[src/rtl/cache_miss_controller.sv]
// cache_miss_controller
//
// Sequences one CPU access at a time through a 4-way FIFO-replacement cache.
// The steps are tag lookup, optional victim flush, line fill from main memory,
// tag rewrite and CPU completion.
//
// Ports
//   clk, reset          rising-edge clock, synchronous active-high reset
//   cpu_req/we/addr     CPU access request; sampled only while IDLE
//   cpu_ready/cpu_hit   one-cycle completion pulse and its hit flag
//   tag_o/index_o       lookup key presented to the tag memory
//   rewrite_tag         one-cycle strobe that installs tag_o into the victim way
//   is_hit, need_use_fifo, channel, fifo_channel, fifo_tag_for_flush
//                       tag memory status (registered, valid in CHECK)
//   data_we/data_channel  data array write strobe and target way
//   mem_req/we/addr     main-memory line request, held until mem_ack
//   mem_ack             one-cycle main-memory acknowledge
//   hit_count, miss_count, flush_count  16-bit saturating statistics
//
// Optional feature: define CACHE_CTRL_STATS_EN to build the statistics
// counters. Without it the three counter ports are tied to zero.

module cache_miss_controller #(
  parameter int TAG_W    = 5,
  parameter int INDEX_W  = 7,
  parameter int OFFSET_W = 2,
  parameter int ADDR_W   = TAG_W + INDEX_W + OFFSET_W
) (
  input  logic               clk,
  input  logic               reset,
  input  logic               cpu_req,
  input  logic               cpu_we,
  input  logic [ADDR_W-1:0]  cpu_addr,
  output logic               cpu_ready,
  output logic               cpu_hit,
  output logic [TAG_W-1:0]   tag_o,
  output logic [INDEX_W-1:0] index_o,
  output logic               rewrite_tag,
  input  logic               is_hit,
  input  logic               need_use_fifo,
  input  logic [1:0]         channel,
  input  logic [1:0]         fifo_channel,
  input  logic [TAG_W-1:0]   fifo_tag_for_flush,
  output logic               data_we,
  output logic [1:0]         data_channel,
  output logic               mem_req,
  output logic               mem_we,
  output logic [ADDR_W-1:0]  mem_addr,
  input  logic               mem_ack,
  output logic [15:0]        hit_count,
  output logic [15:0]        miss_count,
  output logic [15:0]        flush_count
);

  typedef enum logic [2:0] {
    IDLE,
    LOOKUP,
    CHECK,
    FLUSH,
    FILL,
    UPDATE,
    RESPOND
  } state_t;

  state_t state;
  state_t next_state;

  logic               req_we;
  logic [TAG_W-1:0]   req_tag;
  logic [INDEX_W-1:0] req_index;
  logic [1:0]         victim;
  logic [TAG_W-1:0]   victim_tag;
  logic               hit_flag;

  // The word offset only selects a word inside the line; line-granular
  // memory traffic never needs it.
  logic unused_offset;
  assign unused_offset = ^cpu_addr[OFFSET_W-1:0];

  // State register.
  always_ff @(posedge clk) begin
    if (reset) begin
      state <= IDLE;
    end else begin
      state <= next_state;
    end
  end

  // Request and victim latches. The tag memory answers one cycle after the
  // lookup, so its status is captured only in CHECK.
  always_ff @(posedge clk) begin
    if (reset) begin
      req_we     <= 1'b0;
      req_tag    <= '0;
      req_index  <= '0;
      victim     <= '0;
      victim_tag <= '0;
      hit_flag   <= 1'b0;
    end else begin
      if (state == IDLE && cpu_req) begin
        req_we    <= cpu_we;
        req_tag   <= cpu_addr[ADDR_W-1 -: TAG_W];
        req_index <= cpu_addr[OFFSET_W +: INDEX_W];
      end
      if (state == CHECK) begin
        hit_flag <= is_hit;
        if (!is_hit) begin
          victim <= fifo_channel;
          if (need_use_fifo) begin
            victim_tag <= fifo_tag_for_flush;
          end
        end
      end
    end
  end

  // Next-state logic.
  always_comb begin
    next_state = state;
    case (state)
      IDLE:    if (cpu_req) next_state = LOOKUP;
      LOOKUP:  next_state = CHECK;
      CHECK: begin
        if (is_hit)             next_state = RESPOND;
        else if (need_use_fifo) next_state = FLUSH;
        else                    next_state = FILL;
      end
      FLUSH:   if (mem_ack) next_state = FILL;
      FILL:    if (mem_ack) next_state = UPDATE;
      UPDATE:  next_state = RESPOND;
      RESPOND: next_state = IDLE;
      default: next_state = IDLE;
    endcase
  end

  // Output decode. A write hit stores in CHECK; a write miss stores again in
  // UPDATE on top of the freshly filled line.
  always_comb begin
    cpu_ready    = 1'b0;
    cpu_hit      = 1'b0;
    rewrite_tag  = 1'b0;
    data_we      = 1'b0;
    data_channel = 2'd0;
    mem_req      = 1'b0;
    mem_we       = 1'b0;
    mem_addr     = '0;
    case (state)
      CHECK: begin
        if (is_hit && req_we) begin
          data_we      = 1'b1;
          data_channel = channel;
        end
      end
      FLUSH: begin
        mem_req  = 1'b1;
        mem_we   = 1'b1;
        mem_addr = {victim_tag, req_index, {OFFSET_W{1'b0}}};
      end
      FILL: begin
        mem_req  = 1'b1;
        mem_addr = {req_tag, req_index, {OFFSET_W{1'b0}}};
        if (mem_ack) begin
          data_we      = 1'b1;
          data_channel = victim;
        end
      end
      UPDATE: begin
        rewrite_tag = 1'b1;
        if (req_we) begin
          data_we      = 1'b1;
          data_channel = victim;
        end
      end
      RESPOND: begin
        cpu_ready = 1'b1;
        cpu_hit   = hit_flag;
      end
      default: begin
      end
    endcase
  end

  assign tag_o   = req_tag;
  assign index_o = req_index;

`ifdef CACHE_CTRL_STATS_EN
  logic [15:0] hit_cnt;
  logic [15:0] miss_cnt;
  logic [15:0] flush_cnt;

  // Saturating statistics counters.
  always_ff @(posedge clk) begin
    if (reset) begin
      hit_cnt   <= '0;
      miss_cnt  <= '0;
      flush_cnt <= '0;
    end else begin
      if (state == CHECK) begin
        if (is_hit) begin
          if (hit_cnt != 16'hFFFF) hit_cnt <= hit_cnt + 16'd1;
        end else begin
          if (miss_cnt != 16'hFFFF) miss_cnt <= miss_cnt + 16'd1;
        end
      end
      if (state == FLUSH && mem_ack && flush_cnt != 16'hFFFF) begin
        flush_cnt <= flush_cnt + 16'd1;
      end
    end
  end

  assign hit_count   = hit_cnt;
  assign miss_count  = miss_cnt;
  assign flush_count = flush_cnt;
`else
  assign hit_count   = 16'd0;
  assign miss_count  = 16'd0;
  assign flush_count = 16'd0;
`endif

endmodule

[config.mk]
export PLATFORM = sky130hd
export DESIGN_NAME = cache_miss_controller
export DESIGN_NICKNAME = d
export VERILOG_FILES = /design/src/rtl/cache_miss_controller.sv
export SDC_FILE = /design/constraint.sdc
export NUM_CORES = 1
export LEC_CHECK = 0
export ABC_AREA = 0
export CORE_MARGIN = 5
export CORE_UTILIZATION = 36
export CTS_BUF_LIST = sky130_fd_sc_hd__clkbuf_4 sky130_fd_sc_hd__clkbuf_8
export DETAILED_ROUTE_END_ITERATION = 16
export GPL_ROUTABILITY_DRIVEN = 0
export PLACE_DENSITY = 0.83
export SLEW_MARGIN = 5
export SYNTH_ARGS = -nofsm -noshare
export SYNTH_HDL_FRONTEND = slang
export SYNTH_SLANG_ARGS = --single-unit
export TNS_END_PERCENT = 1
[constraint.sdc]
create_clock -name clk -period 1.5 [get_ports clk]
set_input_delay 0.15 -clock clk [delete_from_list [all_inputs] [get_ports clk]]
set_output_delay 0.15 -clock clk [all_outputs]
set_load 0.01 [all_outputs]
* After elaboration in Yosys (flattened, before gate mapping)
Cells that the tools add are included.
** Operators by class
- Add/subtract/negate cells :: 0
- Multipliers :: 0
- Divide/modulo/power cells :: 0
- Order comparisons :: 0
- Equal/unequal tests :: 9
- Shift-type cells :: 0
- Multiplexer cells :: 20
- Bitwise logic cells :: 1
- Reductions and logical operators :: 7
** Operators by type and width (number)
- $pmux 14 s2 :: 1
- $pmux 3 s6 :: 1
- $mux 3 :: 5
- $eq 3x3->1 const B :: 3
- $mux 1 :: 8
- $eq 3x2->1 const B :: 2
- $mux 2 :: 3
- $ne 2x2->1 const B :: 3
- $pmux 2 s3 :: 1
- $reduce_and 3->1 :: 2
- $eq 3x1->1 const B :: 1
- $logic_not 3->1 :: 1
- $pmux 1 s3 :: 1
- $logic_and 1x1->1 :: 2
- $reduce_and 2->1 :: 1
- $reduce_or 2->1 :: 1
- $not 1->1 :: 1
** Word-level totals
- Register bits after elaboration :: 24
- Latch bits :: 0
- Memory bits (writable) :: 0
- Memory bits (read-only) :: 0
- Output and inout bits :: 82
- Logic and storage cells :: 44
- Memories :: 0

* Depth between registers and ports, before layout
Gate-level depths: netlist of run 1.
- Word-level depth :: 3
- Depth in mapped cells :: 5
- Gate-level depth less buffers :: 3

* Worst setup path after synthesis of run 1
OpenSTA, ideal clock, no wires.
- Path kind :: reg2reg
- From :: register state[0]
- To :: register req_index[0] (netlist: index_o[0])
- Arrival time :: 1.253 ns
- Path slack :: 0.115 ns
- Stages on the path, launching flop included :: 6
- Period minus slack after synthesis :: 1.385 ns
- Cell sequence :: dfxtp_1 > buf_6 > or4b_4 > buf_6 > nand2_1 > a21oi_1
** On the way
- Longest elaborated chain between the ends :: 2
** RTL lines
- start, declared :: RTL line 65 : state_t state;
- start signal, assigned :: RTL line 85 : state <= next_state;
- $logic_not 3->1 :: RTL line 100 : if (state == IDLE && cpu_req) begin
- $logic_and 1x1->1 :: RTL line 100
- end signal, assigned :: RTL line 103 : req_index <= cpu_addr[OFFSET_W +: INDEX_W];
- end, declared :: RTL line 70 : logic [INDEX_W-1:0] req_index;
No other way between the ends.
A chain may end at the register's enable or synchronous reset.

* Final worst setup path of run 1
- From :: register state[1]
- To :: output port mem_addr[11]
** On the way
- Longest elaborated chain between the ends :: 2
** RTL lines
- $eq 3x3->1 or $eq 3x2->1 (tied branches) :: RTL line 147 : case (state)
- $pmux 14 s2 (*) :: RTL line 147
- end, declared :: RTL line 48 : output logic [ADDR_W-1:0] mem_addr,
Mark *: on every way between the ends. The rest lies on a longest branch, timed or not.

==> results.md, run 1 <==
- # hold bufs at CTS: 0
- Most frequent cells in the layout: 50 x conb_1, 39 x clkdlybuf4s50_1, 28 x nand2_1
- Clk buf depth: 2
- Clock transition at the registers of the reported paths: 80 ps
- Vias in the first global route: 1347
- Core area: 4290 µm²
- Starting Density: 36.6%
- Met2 Usage GRT: 24.7%
- Reg2Reg Setup Slack: 10 ps
- Die ar.: 5780 µm²
- Hold_sp: cpu_addr[7]
- Root Buffer: clkbuf_8
- Tmin final: 1570 ps
- Crit-path cells: buf_6 > and3b_2 > buf_6 > a22o_1 > buf_6
- Synthesized cell area: 1570 µm²
- Via density: 4.32
- Worst-Skew Late Latency: between 200 and 300 ps
- Antenna violations before repair: 0
- Compound-cell area share of the yosys netlist: 11.9%
- Worst hold path class: in2reg
- TritonCTS clock tree: done
- Num ports: 112
- RSZ-0062 raised after global routing: yes
- Peak supply drop: between 0.3 and 0.4 mV
- # Max-Cap Violations: 0
- Final net count: 303
- GRT met3 Usage: 3.78%
- Status: finished with violations
- Slew Limit Fails: 0
- Detailed Routing Iterations Pass 1: 4
- Achievable Freq: 637 MHz
- Syn avg cell area: between 8 and 9 µm²
- Ys Warns: 0
- R2R Path Start: state[1]$_SDFFE_PP0P_
- Final setup TNS: -498 ps
- Reg-to-reg endpoint: tag_o[4]$_SDFFE_PP0P_
- Most common cell on crit path: buf_6
- CTS Buf Count: 3
- Slowest-stage cell, CP: dfxtp_2
- Die span in x: 76.0 µm
- GRT Total Usage: 13.8%
- H-tree levels: 1
- Worst EP required: 1350 ps
- Wire per inst: 12.6 µm
- Final Setup Violations: 14
- Largest family of logic cells by synthesized area: buffers and inverters
- Hold Path End: index_o[5]$_SDFFE_PP0P_
- Finished layout cell area: 2220 µm²
- Crit path launch type: flop
- CTS Sinks: 24
- Input/output buffers: between 50 and 60
- Die height: 76.0 µm
- Crit. End Element: output pin
- Pwr Total: 1.67 mW
- CP Data Arrival Time: 1420 ps
- Worst Skew: between 2 and 3 ps
- Pin count of the biggest net entering global routing: 29
- Worst Hold Path Cells: 3
- Critical path class: reg2out
- Synth unique cells: 29
- Share of cells above drive strength 1: 25.1%
- Synth Instances: 191
- Adder and majority gate portion of the synthesized area: 0%
- Detailed Route Iter0 Violations: 43
- # rows: 24
- Detail Placement HPWL: 3250 µm
- Most common cell after layout, fill and taps aside: conb_1
- Routed vias: 1395
- LEAKAGE: 1.00 nW
- DRC: 0
- First-pass GRT wire length: ~6700 µm
- Dpl cell area: ~2200 µm²
- Final WL: 4080 µm
- Power Dens Cells: ~750 nW/µm²
- Met1 Track Usage GR: 15.8%
- Final Worst Setup Slack: -69.7 ps
- Layout area overhead: 41.7%
- CP max stage delay: 340 ps
- Hold WS: around 430 ps
- XOR/XNOR Fraction of Synth Area: 0%
- Register area share after synthesis: about 31%
- Mux contribution to synthesized area: 3.19%
- Final Hold Fails: 0
- Worst-path maximum fanout: 4
- Antenna viol nets, final: 0
- R2R cell count: 5
- GR peak layer: met2
- Fin crit share: 105%
- Simple-Gate Fraction of Synth Area: 26.1%
- Post-synthesis register bit count: 24
- Failing checks: negative setup slack
- Antenna cells: 0
- Global route overflow: 0
[critical path: cells and delay by family (launching register included)]
kind | cells | cell delay (ps)
buffers and inverters | 3 | 370
DFF | 1 | 340
and+or+nand+nor | 1 | 240
AOI/OAI and AO/OA | 1 | 210
[cell families (layout without fill, tap and decap cells)]
| logic type | Yosys count | after routing |
|---|---|---|
| buffers and inverters | 61 | 92 |
| muxes | 5 | 5 |
| DFF | 24 | 24 |
| other | 1 | 50 |
| and+or+nand+nor | 69 | 69 |
| AOI/OAI and AO/OA | 31 | 31 |
[cell type report]
type	count	area (µm²)
timing repair buffer	87	749
tap	52	65.1
multi-input combinational	155	872
sequential	24	489
fill	432	2070
inverter	2	7.51
clock buffer	3	41.3
[routing by layer]
metal,up-vias,share of wire (%)
li1,693,-
met1,633,39
met2,65,51
met3,4,9.1
met4,0,0.88
met5,-,0
[how the worst max path moves through the flow]
stage	from	endpoint	slack (ps)	cells after the start
finish	state[1]$_SDFFE_PP0P_	mem_addr[11]	-70	5
global placement	state[2]$_SDFFE_PP0P_	data_we	-270	5
floorplan	state[0]$_SDFFE_PP0P_	index_o[0]$_SDFFE_PP0P_	110	5
CTS	state[1]$_SDFFE_PP0P_	mem_addr[5]	-70	6
global route	state[1]$_SDFFE_PP0P_	mem_addr[9]	-130	5
detailed placement	state[2]$_SDFFE_PP0P_	data_we	-310	5
[state kept, by name, summed over array words and instances (netlist names)]
register	count
index_o	7
tag_o	5
victim_tag	5
state	3
victim	2
hit_flag	1
req_we	1
[report_power, final]
group	switching [mW]	total (mW)	internal [mW]
sequential	0.0425	0.729	0.687
combinational	0.274	0.571	0.297
clock	0.194	0.373	0.179
total	0.510	1.67	1.16
[metrics by stage]
stage          util (%)  instances  setup WS [ps]
6_report           51.8        323          -69.7
2_1_floorplan         -        240            115
3_5_place_dp       50.7        317           -315
5_1_grt            51.8        323           -126
4_1_cts            51.4        324          -71.3
3_3_place_gp       50.7        317           -269
[cell usage after synthesis]
cell type	instances	share of area, %
nand4b_1	5	2.8
nand2_1	28	6.7
conb_1	1	0.24
a21oi_1	15	4.8
or3b_2	1	0.56
nor3b_2	1	0.80
buf_4	52	25
mux2i_1	5	3.2
and2_1	2	0.80
and3_1	2	0.80
or2_2	1	0.40
nor4b_4	2	3.0
a21boi_0	1	0.48
or4b_4	1	0.88
nor3b_1	1	0.48
nor2_1	7	1.7
clkbuf_1	4	0.96
and3b_1	1	0.56
buf_2	1	0.32
o21ai_0	7	2.2
inv_1	2	0.48
buf_6	2	1.4
nand2b_1	6	2.4
nand3_1	2	0.64
a22o_1	6	3.3
o31a_1	1	0.56
o211ai_1	1	0.48
dfxtp_1	24	31
nor2b_1	9	3.6
[what timing repair did]
| item | in CTS | in global routing |
|---|---|---|
| buffers inserted | 4 | 0 |
| endpoints found under the hold margin | 0 | 0 |
| pin swaps | 9 | 5 |
| endpoints found under the setup margin | 20 | 36 |
| resized for setup | 92 | 9 |
| gates cloned | 0 | 0 |
(Power assumes the default switching activity.)
==> run 2: changes to the inputs <==
--- a/config.mk
+++ b/config.mk
@@ -7,12 +7,12 @@
 export LEC_CHECK = 0
 export ABC_AREA = 0
 export CORE_MARGIN = 5
-export CORE_UTILIZATION = 36
-export CTS_BUF_LIST = sky130_fd_sc_hd__clkbuf_4 sky130_fd_sc_hd__clkbuf_8
+export CORE_UTILIZATION = 35
+export CTS_BUF_LIST = sky130_fd_sc_hd__clkbuf_16
 export DETAILED_ROUTE_END_ITERATION = 16
 export GPL_ROUTABILITY_DRIVEN = 0
-export PLACE_DENSITY = 0.83
-export SLEW_MARGIN = 5
+export PLACE_DENSITY = 0.81
+export SLEW_MARGIN = 10
 export SYNTH_ARGS = -nofsm -noshare
 export SYNTH_HDL_FRONTEND = slang
 export SYNTH_SLANG_ARGS = --single-unit
==> run 2 against run 1 <==
The flow still finishes with violations (negative setup slack). Cell area is 1.1% higher. Hold slack better by 11 ps. Sequential power hardly changed. Fmax is 0.73% higher. Largest power group unchanged.
==> results.md, run 2 (synthesis results as in run 1) <==
- Status: finished with violations
- Failing checks: negative setup slack
- Sequential Area: 489 µm² (unchanged)
- Worst Skew: 1.16 ps (-1.56 ps)
- Clk pwr share: 30.0% (+7.7 points)
- Peak supply drop: 0.386 mV (+16%)
- Power Dens Cells: 844 nW/µm² (+12%)
- Clk buf depth: 2 (unchanged)
- First-pass GRT wire length: 6560 µm (-1.9%)
- Root Buffer: clkbuf_16
- Final WL: 4220 µm (+3.5%)
- Cell Int Power: 1.35 mW (+16%)
- # rows: 24 (unchanged)
- Share of cells above drive strength 1: 22.8% (-2.2 points)
- Net Sw Frac: 28.7% (-1.8 points)
- Non-Filler Instances: 319 (-1.2%)
- Detail Placement HPWL: 3110 µm (-4.1%)
- Multi-input logic area: 872 µm² (unchanged)
- Worst-Skew Late Latency: 250 ps (about the same)
- P_sw: 0.545 mW (+6.8%)
- Slew Limit Fails: 0 (unchanged)
- DRC: 0 (unchanged)
- Tmin final: 1560 ps (-11.3 ps)
- Via density: 4.40 (+1.8%)
- Critical path class: reg2out
- Combinational share of power: 31.7% (-2.4 points)
- Final Setup Violations: 26 (+12)
- Detailed Routing Iterations Pass 1: 4 (unchanged)
- Most common cell after layout, fill and taps aside: conb_1
- Vias in the first global route: 1353 (+0.45%)
- CP max stage delay: 380 ps (+40 ps)
- Antenna viol nets, final: 0 (unchanged)
- Worst-path maximum fanout: 5 (+1)
- Worst hold path class: in2reg
- # Max-Cap Violations: 0 (unchanged)
- LEAKAGE: 1.01 nW (+0.32%)
- Fin crit share: 104% (-0.76 points)
- Die span in x: 77.0 µm (+1.2%)
- Most frequent cells in the layout: 50 x conb_1, 39 x clkdlybuf4s50_1, 28 x nand2_1
- Most common cell on crit path: buf_6
- RSZ-0062 raised after global routing: yes
- Fill cells: 427 (-1.2%)
- Final Hold Fails: 0 (unchanged)
- Detailed Route Iter0 Violations: 36 (-16%)
- Global route overflow: 0 (unchanged)
- Largest register FFs: 7 (unchanged)
- Sequential Power Share: 38.3% (-5.3 points)
- Achievable Freq: 642 MHz (+0.73%)
- Clock transition at the registers of the reported paths: 60 ps (-20 ps)
- CTS Sinks: 24 (unchanged)
- Final core occ: 51.6% (-0.17 points)
- Antenna cells: 0 (unchanged)
- Final Worst Setup Slack: -58.4 ps (+11.3 ps)
- # hold bufs at CTS: 0 (unchanged)
- CP Data Arrival Time: 1410 ps (about the same)
- Layout area overhead: 43.2%
- Worst EP required: 1350 ps (about the same)
- Family with the most delay on the worst path: flip-flops
- CTS Buf Count: 3 (unchanged)
- GRT Total Usage: 13.5% (-0.21 points)
- Wire per inst: 13.2 µm (+4.8%)
- Dpl cells: 313 (-1.3%)
- Pin count of the biggest net entering global routing: 29 (unchanged)
- Slowest-stage cell, CP: dfxtp_4
- Die ar.: 5930 µm² (+2.5%)
- Final net count: 299 (-1.3%)
- H-tree levels: 1 (unchanged)
- Num ports: 112 (unchanged)
- Crit path launch type: flop
- Crit. End Element: output pin
- TritonCTS clock tree: done
- Antenna violations before repair: 0 (unchanged)
- Crit-path cells: buf_6 > mux2i_1 > nor2_2 > or2_4 > buf_6
- Crit path buf inv count: 2 (-1)
- Starting Density: 36.1% (-0.50 points)
- Routed vias: 1403 (+0.57%)
- Input/output buffers: 59 (unchanged)
- Core area: 4350 µm² (+1.4%)
- Die height: 77.0 µm (+1.2%)
run 2: changes by cell type in the layout (fill, tap and decap cells not counted), sizes merged:
cell           before  now
dlygate4sd2         0    1
clkdlybuf4s15       0    1
buf                47   41
run 2: metrics by stage:
stage	power, mW	instance area, µm²	hold slack (ps)	TNS (ps)	worst slack [ps]
CTS	1.90	2230	438	-423	-55.7
global route	1.98	2250	460	-1840	-105
floorplan	1.11	1750	286	0	115
detailed placement	1.29	2160	462	-4370	-351
finish	1.90	2250	441	-533	-58.4
global placement	1.28	2160	454	-3570	-288
run 2: area by class of cell:
cell class,instances,area share [%]
inverter,2,0.334
multi-input combinational,155,38.8
timing repair buffer,83,32.9
tap,52,2.89
sequential,24,21.8
clock buffer,3,3.34
run 2: routing by layer:
layer  track usage [%]  wire length, µm
met2              23.9             2230
met5                 0                0
met4              4.47               35
met3              4.57              384
met1              15.2             1570
run 2: worst paths after layout:
check / cells after the start / end / startpoint / slack [ps]
worst min register to register: 2 / index_o[2]$_SDFFE_PP0P_ / index_o[2]$_SDFFE_PP0P_ / 470
worst max register to register: 5 / tag_o[1]$_SDFFE_PP0P_ / state[0]$_SDFFE_PP0P_ / -30
worst max-delay path: 5 / data_we / state[0]$_SDFFE_PP0P_ / -60
worst min-delay path: 3 / index_o[6]$_SDFFE_PP0P_ / cpu_addr[8] / 440
run 2: tightest hold or removal path: stages:
cell and delay [ps]:
clkdlybuf4s50_1 400, nand2_1 50, a21oi_1 50
run 2: power groups by stage:
stage	Clock (mW)	Sequential, mW	Combinational, mW
final	0.569	0.727	0.601
after global placement	0	0.732	0.545
after floorplan	0	0.743	0.369
after detailed placement	0	0.734	0.557
after global routing	0.600	0.735	0.649
after CTS	0.587	0.726	0.585
run 2: timing repair:
item                                    CTS  global route
pin swaps                                 8             8
endpoints found under the setup margin   31            39
hold endpoints to repair                  0             0
gates resized for setup                  89             7
buffers inserted                          2             1
==> run 3: changes to the inputs <==
--- a/config.mk
+++ b/config.mk
@@ -7,11 +7,11 @@
 export LEC_CHECK = 0
 export ABC_AREA = 0
 export CORE_MARGIN = 5
-export CORE_UTILIZATION = 35
+export CORE_UTILIZATION = 38
 export CTS_BUF_LIST = sky130_fd_sc_hd__clkbuf_16
 export DETAILED_ROUTE_END_ITERATION = 16
 export GPL_ROUTABILITY_DRIVEN = 0
-export PLACE_DENSITY = 0.81
+export PLACE_DENSITY = 0.87
 export SLEW_MARGIN = 10
 export SYNTH_ARGS = -nofsm -noshare
 export SYNTH_HDL_FRONTEND = slang
==> constraint.sdc (replaced) <==
create_clock -name clk -period 1.8 [get_ports clk]
set_input_delay 0.18 -clock clk [delete_from_list [all_inputs] [get_ports clk]]
set_output_delay 0.18 -clock clk [all_outputs]
set_load 0.01 [all_outputs]
==> run 3 against run 2 <==
Non-clock buffer count decreased by 3. First-iteration DRC count increased by 92%. Critical endpoint unchanged. Clock skew increased by 1.0 ps. Combinational power decreased by 24%. Global-route usage increased by 0.74 points. The run now ends clean. Power decreased by 11%. Cell area decreased by 0.39%.
==> results.md, run 3 (synthesis results as in run 1) <==
- Dpl cells: 311 (-0.64%)
- Final Hold Fails: 0 (unchanged)
- TritonCTS clock tree: done
- Slowest-stage cell, CP: dfxtp_1
- CP max stage delay: 320 ps (-60 ps)
- Detailed Route Iter0 Violations: 69 (+92%)
- Hold WS: 463 ps (+22.1 ps)
- Critical path class: reg2out
- First-pass GRT wire length: 6040 µm (-8.0%)
- LEAKAGE: 1.04 nW (+3.4%)
- Non-Filler Instances: 315 (-1.3%)
- Crit-path cells: nor3b_2 > buf_4 > and3_1 > or2_2 > clkdlybuf4s15_1
- Antenna cells: 0 (unchanged)
- Via density: 4.42 (+0.48%)
- Final setup TNS: 0 ps (+533 ps)
- Tmin final: approximately 1800 ps
- H-tree levels: 1 (unchanged)
- CTS-repair resized insts: 24 (-73%)
- Crit path launch type: flop
- Final Worst Setup Slack: 28.7 ps (+87.2 ps)
- Fin crit share: 98.4%
- Worst Skew: 2.17 ps (+1.01 ps)
- Most frequent cells in the layout: 50 x conb_1, 39 x clkdlybuf4s50_1, 28 x nand2_1
- Worst EP required: 1620 ps (+270 ps)
- DRC: 0 (unchanged)
- CTS Sinks: 24 (unchanged)
- Dpl cell area: 2130 µm² (-1.3%)
- GRT Total Usage: 14.3% (+0.74 points)
- Final core occ: 56.0% (+4.4 points)
- R2R cell count: 5 (unchanged)
- Starting Density: 39.3% (+3.2 points)
- Largest register FFs: 7 (unchanged)
- Worst-Skew Late Latency: 260 ps (about the same)
- Clock transition at the registers of the reported paths: 60 ps (about the same)
- Num ports: 112 (unchanged)
- Worst-path maximum fanout: 3 (-2)
- Worst hold path class: reg2reg
- Peak supply drop: 0.318 mV (-18%)
- Achievable Freq: 565 MHz
- Detail Placement HPWL: 3240 µm (+4.0%)
- Die ar.: 5520 µm² (-6.9%)
- Core area: 4000 µm² (-8.1%)
- Final Setup Violations: 0 (-100%)
- Status: finished, final reports clean
- Wire per inst: 13.2 µm (about the same)
- Global route overflow: 0 (unchanged)
- Clk buf depth: 2 (unchanged)
- Slew Limit Fails: 0 (unchanged)
- Final WL: 4160 µm (-1.4%)
- CP Data Arrival Time: 1590 ps (+180 ps)
- Routed vias: 1392 (-0.78%)
- Pwr Total: 1.69 mW (-11%)
- Finished layout cell area: 2240 µm² (-0.39%)
- Die height: 74.3 µm (-3.5%)
- Crit. End Element: output pin
- Most common cell after layout, fill and taps aside: conb_1
- RSZ-0062 raised after global routing: yes
- Root Buffer: clkbuf_16
- Layout area overhead: 42.6%
- CTS Buf Count: 3 (unchanged)
- Antenna viol nets, final: 0 (unchanged)
- Pin count of the biggest net entering global routing: 29 (unchanged)
- Worst Hold Path Cells: 2 (-1)
- Input/output buffers: 59 (unchanged)
- Post-place setup slack: -58.8 ps (+293 ps)
- Detailed Routing Iterations Pass 1: 4 (unchanged)
- # Max-Cap Violations: 0 (unchanged)
- # rows: 23 (-4.2%)
- Die span in x: 74.3 µm (-3.5%)
- Share of cells above drive strength 1: 13.2% (-9.6 points)
- # hold bufs at CTS: 0 (unchanged)
- Vias in the first global route: 1264 (-6.6%)
- Antenna violations before repair: 0 (unchanged)
- Final net count: 296 (-1.0%)
- Power Dens Cells: 757 nW/µm² (-10%)
- Number of post-CTS setup repair buffers: 0 (-2)
-- run 3: final cells by class --
type,instances,area [µm²]
fill,382,1760
multi-input combinational,155,847
timing repair buffer,80,732
sequential,24,485
clock buffer,3,75.1
tap,50,62.6
clock inverter,1,30.0
inverter,2,7.51
-- run 3: path summary, 6_finish.rpt --
path,startpoint,slack (ps),endpoint
max reg2reg,state[1]$_SDFFE_PP0P_,240,index_o[3]$_SDFFE_PP0P_
min reg2reg,index_o[5]$_SDFFE_PP0P_,460,index_o[5]$_SDFFE_PP0P_
max,state[1]$_SDFFE_PP0P_,30,data_we
min,index_o[5]$_SDFFE_PP0P_,460,index_o[5]$_SDFFE_PP0P_
-- run 3: report_power, final --
part	switching, mW	leakage (nW)	internal (mW)
Combinational	0.228	0.792	0.227
Clock	0.192	0.0511	0.442
Sequential	0.0327	0.197	0.573
-- run 3: worst max-delay path, delay by kind of cell, from the launching register on --
family	cells	cell delay, ps
buf+inv	2	370
flops	1	320
simple gates	3	640
-- run 3: metal layers --
metal  vias to the layer above  global-route usage (%)  routed length [µm]
li1                        684                       -                   -
met4                         0                    5.34                  65
met3                         5                    2.97                 403
met5                         -                       0                   0
met1                       642                    16.6                1530
met2                        61                    25.7                2160
